<file path="src/rtl/mod5_pkg.sv">
// rtl/mod5_pkg.sv - shared types and defaults for the mod-5 pulse generator
package mod5_pkg;

    // Burst sequencer states; encoding is fixed so it can be probed directly.
    typedef enum logic [1:0] {
        IDLE  = 2'b00,
        PULSE = 2'b01,
        GAP   = 2'b10,
        DONE  = 2'b11
    } state_t;

    localparam int MOD_DEFAULT = 5;
    localparam int PHASE_W     = 3;

endpackage

</file>
<file path="src/rtl/mod_n_shadow.sv">
// rtl/mod_n_shadow.sv - shadow mod-N phase tracker with sticky terminal-count check
//
// Ports:
//   i_clk, i_reset_n : clock, asynchronous active-low reset
//   i_step           : step pulse seen by the counter (advances the phase)
//   i_chk_en         : enable comparison of i_tc_in against expected terminal count
//   i_tc_in          : counter terminal-count output
//   i_clr            : accepted burst start, clears the sticky error
//   o_phase          : shadow phase, 0..MOD-1
//   o_err            : sticky mismatch flag
module mod_n_shadow
    import mod5_pkg::*;
#(
    parameter int MOD = MOD_DEFAULT
) (
    input  logic               i_clk,
    input  logic               i_reset_n,
    input  logic               i_step,
    input  logic               i_chk_en,
    input  logic               i_tc_in,
    input  logic               i_clr,
    output logic [PHASE_W-1:0] o_phase,
    output logic               o_err
);

    localparam logic [PHASE_W-1:0] LAST = PHASE_W'(MOD - 1);

    logic [PHASE_W-1:0] r_phase;
    logic               r_err;
    logic               w_exp;

    // The counter updates on the same edge as r_phase, so no compare delay.
    assign w_exp = (r_phase == LAST);

    always_ff @(posedge i_clk or negedge i_reset_n) begin
        if (!i_reset_n) begin
            r_phase <= '0;
            r_err   <= 1'b0;
        end else begin
            if (i_step) begin
                r_phase <= (r_phase == LAST) ? '0 : r_phase + PHASE_W'(1);
            end
            // A mismatch takes priority over the clear from an accepted start.
            if (i_chk_en && (i_tc_in != w_exp)) begin
                r_err <= 1'b1;
            end else if (i_clr) begin
                r_err <= 1'b0;
            end
        end
    end

    assign o_phase = r_phase;
    assign o_err   = r_err;

endmodule

</file>
<file path="src/rtl/mod5_pulse_gen.sv">
// rtl/mod5_pulse_gen.sv - programmable burst/gap step-pulse generator with shadow phase check
//
// Ports:
//   i_clk, i_reset_n : clock, asynchronous active-low reset
//   i_start          : request a burst (sampled only in IDLE)
//   i_count, i_gap   : pulse count and idle gap, latched on accepted start
//   i_abort          : end the burst after the current cycle
//   i_chk_en, i_tc_in: terminal-count check enable and counter cout
//   o_w              : step pulse to the counter
//   o_busy, o_done   : burst in progress / one-cycle completion strobe
//   o_err, o_phase   : sticky check error and shadow phase
module mod5_pulse_gen
    import mod5_pkg::*;
#(
    parameter int MOD = MOD_DEFAULT,
    parameter int CW  = 8,
    parameter int GW  = 4
) (
    input  logic               i_clk,
    input  logic               i_reset_n,
    input  logic               i_start,
    input  logic [CW-1:0]      i_count,
    input  logic [GW-1:0]      i_gap,
    input  logic               i_abort,
    input  logic               i_chk_en,
    input  logic               i_tc_in,
    output logic               o_w,
    output logic               o_busy,
    output logic               o_done,
    output logic               o_err,
    output logic [PHASE_W-1:0] o_phase
);

    state_t        r_state;
    state_t        w_next_state;
    logic [CW-1:0] r_rem;
    logic [GW-1:0] r_glen;
    logic [GW-1:0] r_gcnt;
    logic          r_w;
    logic          r_busy;
    logic          r_done;
    logic          w_accept;

    assign w_accept = (r_state == IDLE) && i_start;

    always_comb begin
        w_next_state = r_state;
        case (r_state)
            IDLE: begin
                if (i_start) begin
                    w_next_state = (i_count != '0) ? PULSE : DONE;
                end
            end
            PULSE: begin
                if ((r_rem == CW'(1)) || i_abort) begin
                    w_next_state = DONE;
                end else if (r_glen == '0) begin
                    w_next_state = PULSE;
                end else begin
                    w_next_state = GAP;
                end
            end
            GAP: begin
                if (i_abort) begin
                    w_next_state = DONE;
                end else if (r_gcnt == GW'(1)) begin
                    w_next_state = PULSE;
                end
            end
            DONE:    w_next_state = IDLE;
            default: w_next_state = IDLE;
        endcase
    end

    // Outputs are registered from the next state so they track r_state exactly.
    always_ff @(posedge i_clk or negedge i_reset_n) begin
        if (!i_reset_n) begin
            r_state <= IDLE;
            r_rem   <= '0;
            r_glen  <= '0;
            r_gcnt  <= '0;
            r_w     <= 1'b0;
            r_busy  <= 1'b0;
            r_done  <= 1'b0;
        end else begin
            r_state <= w_next_state;
            r_w     <= (w_next_state == PULSE);
            r_busy  <= (w_next_state == PULSE) || (w_next_state == GAP);
            r_done  <= (w_next_state == DONE);
            case (r_state)
                IDLE: begin
                    if (i_start) begin
                        r_rem  <= i_count;
                        r_glen <= i_gap;
                    end
                end
                PULSE: begin
                    r_rem <= r_rem - CW'(1);
                    if (w_next_state == GAP) begin
                        r_gcnt <= r_glen;
                    end
                end
                GAP:     r_gcnt <= r_gcnt - GW'(1);
                default: ;
            endcase
        end
    end

    mod_n_shadow #(
        .MOD(MOD)
    ) u_shadow (
        .i_clk     (i_clk),
        .i_reset_n (i_reset_n),
        .i_step    (r_w),
        .i_chk_en  (i_chk_en),
        .i_tc_in   (i_tc_in),
        .i_clr     (w_accept),
        .o_phase   (o_phase),
        .o_err     (o_err)
    );

    assign o_w    = r_w;
    assign o_busy = r_busy;
    assign o_done = r_done;

endmodule

</file>
<file path="config.mk">
export PLATFORM = sky130hd
export DESIGN_NAME = mod5_pulse_gen
export DESIGN_NICKNAME = d
export VERILOG_FILES = /design/src/rtl/mod5_pkg.sv /design/src/rtl/mod_n_shadow.sv /design/src/rtl/mod5_pulse_gen.sv
export SDC_FILE = /design/constraint.sdc
export NUM_CORES = 1
export LEC_CHECK = 0
export CAP_MARGIN = 10
export CORE_MARGIN = 8
export CORE_UTILIZATION = 56
export CTS_CLUSTER_SIZE = 14
export DETAILED_ROUTE_END_ITERATION = 8
export PLACE_DENSITY_LB_ADDON = 0.15
export SETUP_SLACK_MARGIN = 0.4
export SYNTH_ARGS = -nofsm -noshare
export SYNTH_HDL_FRONTEND = slang
export SYNTH_SLANG_ARGS = --single-unit
</file>
<file path="constraint.sdc">
create_clock -name i_clk -period 6.32 [get_ports i_clk]
set_input_delay 0.948 -clock i_clk [delete_from_list [all_inputs] [get_ports i_clk]]
set_output_delay 0.948 -clock i_clk [all_outputs]
set_load 0.1 [all_outputs]
</file>
* Word-level counts from Yosys, hierarchy flattened
Index checks and enable logic that the tools add are counted.
Storage, ports and cells: register bits after elaboration 25, input bits 18, output and inout port bits 7, logic and storage cells 51
Cells by class: $add $sub $neg 3, equality and inequality tests 12, multiplexer cells 14, reduce and logical (&&, ||, !) cells 13
Operators by type and width (number):
- $pmux W8 S2 | 1
- $mux W2 | 6
- $eq A2 B2 Y1 const B | 4
- $eq A8 B1 Y1 const B | 1
- $mux W8 | 1
- $pmux W2 S4 | 1
- $pmux W4 S2 | 1
- $reduce_bool A8 Y1 | 1
- $sub A8 B1 Y8 const B | 1
- $reduce_and A2 Y1 | 3
- $reduce_bool A2 Y1 | 3
- $eq A2 B1 Y1 const B | 2
- $eq A4 B1 Y1 const B | 1
- $logic_not A4 Y1 | 1
- $mux W4 | 1
- $ne A2 B2 Y1 const B | 2
- $sub A4 B1 Y4 const B | 1
- $add A3 B1 Y3 const B | 1
- $eq A3 B3 Y1 const B | 1
- $mux W3 | 1
- $logic_and A1 B1 Y1 | 2
- $logic_not A2 Y1 | 1
- $logic_or A1 B1 Y1 | 2
- $mux W1 | 2
- $ne A1 B1 Y1 | 1

* Logic depth before layout (Yosys ltp)
depth in word-level cells 7, mapped depth 9, gate-level depth less buffers 9

* Hierarchy
From an unflattened synthesis, not the netlist that was laid out.
Second synthesis, totals: cells, all modules 159, area, all modules 1542.7 um^2
By module, submodules not included:
- mod5_pulse_gen | instances 1, cells each 138, area an instance 1328.8 um^2, sequential area each 525.5 um^2
- mod_n_shadow | instances 1, cells each 21, area an instance 214.0 um^2, sequential area each 100.1 um^2

* Worst setup path before layout
No wires, ideal clock.
path kind input port to flip-flop, start in i_start, end reg r_gcnt[2], library setup time 0.133 ns, data arrival time 2.305 ns, data required time 6.187 ns, path slack 3.882 ns, stages 8, buffers on the path 1, cell sequence nor3b_2 buf_2 nand4b_1 o211ai_1 ha_1 nand2b_1 o221ai_1 a22oi_1
Between the ends: cells in the longest elaborated chain, start to end 5
RTL lines:
- start: declaration | line mod5_pulse_gen.sv:21 | input logic i_start,
- $mux W2 | line mod5_pulse_gen.sv:50 | if (i_start) begin
- $pmux W2 S4 | line mod5_pulse_gen.sv:48 | case (r_state)
- via w_next_state[1] | line mod5_pulse_gen.sv:35 | state_t w_next_state;
- $eq A2 B2 Y1 | line mod5_pulse_gen.sv:99 | if (w_next_state == GAP) begin
- $ne A2 B2 Y1 (no line)
- $reduce_and A2 Y1 (no line)
- end signal: assignment | line mod5_pulse_gen.sv:100 | r_gcnt <= r_glen;
- end signal: assignment | line mod5_pulse_gen.sv:103 | GAP: r_gcnt <= r_gcnt - GW'(1);
- end: declaration | line mod5_pulse_gen.sv:38 | logic [GW-1:0] r_gcnt;
The timed path passes the listed nets, and every way through them passes these cells. A chain may end at the register's enable or synchronous reset.

* Final worst setup path
Ends and elaborated chain as after synthesis.

==> run metrics <==
sequential share of power 38.3%; max layer used met4; CTS buffer count 3; setup bufs post-CTS 0; layout cells sized above 1 4.12%; synthesized flop and latch total 25; I/O Pins 25; syn avg cell area between 9 and 10 µm²; Peak VDD IR just over 400 µV; sum of negative setup slack 0 ps; Antenna Nets Post-Route 0; detailed placer's ending HPWL around 2.4 mm; worst slew pin tran roughly 970 ps; Critical Path End Type flip-flop; internal power 454 µW; Slew headroom 35.3%; top_reg_cell synth dfrtp_1; Die Y 66.9 µm; gpl congestion around 0.9; Residual DRC 0; WL met1 between 1 and 1.5 mm; worst skew pair latency approximately 310 ps; final period utilization approximately half; initial drt markers 64; Syn Inst Count around 150; status finished clean; top-count cell post-synth dfrtp_1; met3 wire len around 160 µm; Slew Limit Fails 0; clk buf depth 2; die area between 4000 and 5000 µm²; CTS H-tree lvls 1; top cell type by total area after synthesis dfrtp_1; Worst-path clk slew around 130 ps; clock skew 11.2 ps; total wire length around 3.1 mm; Synth top area share between 40% and 50%; critical path required time about 6500 ps; cell row count 18; CTS root buffer clkbuf_4; # clock sinks 25; RSZ-0062 raised after global routing false; sequential share of the synthesized area a little over two fifths; drt wl/cell around 15 µm; fin nets approximately 200; CP Class in2reg; Final Hold Vio Count 0; Hold WC Path Type reg2reg; initial antenna violation count 0; Synth async-reset ratio 100%; CP arrival between 3000 and 4000 ps; Overflow after GRT 0; first-pass GRT wire length about 5.2 mm; initial core utilization about 60%; Antenna Cells 0; total power draw between 900 and 1000 µW; post-layout min period between 3000 and 4000 ps; I/O Buffers 24; final setup violation count 0; CP max FO 15; Synth area leaders dfrtp_1 43%, ha_1 7.8%, nand2_1 5.4%, a211oi_1 3.6%, mux2i_1 3.5%; GR Util All Layers 14.4%; post-CTS sizing 0; DR vias 1,204; vias per std cell roughly 6.0; core area roughly 2500 µm²; Clock power frac 7.3%; top post-synthesis cells by count 25 x dfrtp_1, 21 x nand2_1, 9 x ha_1, 9 x inv_1; CTS tree built; pin count of the biggest net entering global routing 26; number of max-cap violations 0; Mapped Area ~1400 µm²; met2 routed WL roughly 1.4 mm; Power Density about 540 nW/µm²; Static Leak ~0.00075 µW; number of flops mapped to enable cells by yosys 0; switching share of power between 50% and 60%; Sw Pwr a little under 500 µW; fill count ~210; Ys Warns 0; Comb power frac a little over half; post-synth cell types between 40 and 50; DRT Pass-1 Iters 4; vias in the first global route about 1,200; post-synth net total around 170; Layout area overhead 20.1%; CTS Hold Buffers Added 0; chip width 66.9 µm; CP startpoint kind input port; f_max about 0.33 GHz
power groups by stage:
stage	registers (µW)	clock network, µW	logic (µW)
after floorplan	453	0	287
after detailed placement	359	0	508
final	358	68.0	509
after CTS	356	70.1	510
after global routing	374	76.7	558
after global placement	350	0	494
sequential cells by signal, summed over array words and instances, names as in the netlist:
signal	cells
o_w	1
r_rem	8
r_gcnt	4
o_done	1
u_shadow.o_phase	3
r_state	2
o_busy	1
r_glen	4
u_shadow.o_err	1
through the flow:
stage | cells | instance area [µm²] | hold slack, ps | worst slack, ps | util, %
global route | 200 | 1740 | 565 | 3080 | 70.9
floorplan | 147 | 1450 | 448 | 3880 | -
finish | 200 | 1740 | 518 | 3290 | 70.9
detailed placement | 195 | 1700 | 500 | 2950 | 69.2
global placement | 195 | 1700 | 485 | 3050 | 69.2
CTS | 199 | 1730 | 523 | 3300 | 70.3
routing by layer:
| layer | vias to the layer above | track usage, % |
|---|---|---|
| met5 | - | 0 |
| met4 | 0 | 6.79 |
| met3 | 9 | 3.52 |
| met2 | 35 | 22.3 |
| met1 | 564 | 18.3 |
| li1 | 596 | - |
cell families after synthesis:
logic type      share of synthesized area, %
simple gates                            23.1
xor+xnor                                1.21
flops                                   43.2
mux                                     3.45
buf+inv                                 4.23
compound gates                          17.1
fa+ha+maj                               7.77
critical path, cell delays in order:
cell and delay (ps):
clkdlybuf4s50_1 460, nor3b_2 680, nand4b_1 240, o211ai_1 200, ha_1 260, nand2b_1 130
o221ai_1 190, a22oi_1 110
final timing paths:
kind	startpoint	end	slack [ps]	cells after the start
setup / recovery	i_start	r_gcnt[2]	3290	8
hold / removal	r_rem[7]	r_rem[7]	520	1
setup reg to reg	r_state[0]	r_gcnt[2]	3670	7
hold reg to reg	r_rem[7]	r_rem[7]	520	1
max in group asynchronous	i_reset_n	o_done	4850	2
min in group asynchronous	i_reset_n	u_shadow.o_phase[1]	990	1
layout by cell type (no fill, tap or decap), drive strengths merged, types with 5 or more instances in the layout:
| cell type | n |
|---|---|
| a211oi | 7 |
| ha | 9 |
| dfrtp | 25 |
| clkdlybuf4s50 | 24 |
| mux2i | 5 |
| nand2 | 21 |
| inv | 9 |
| nor2 | 7 |
| o21ai | 6 |
| nor3 | 6 |
final cells by class:
cell class	count	area [µm²]	area share, %
Tap cell	30	37.5	2.16
Inverter	9	33.8	1.94
Sequential cell	25	626	35.9
Clock buffer	4	26.3	1.51
Timing Repair Buffer	25	255	14.7
Multi-Input combinational cell	107	762	43.8
Note: power is estimated with default switching activity, not from simulation.
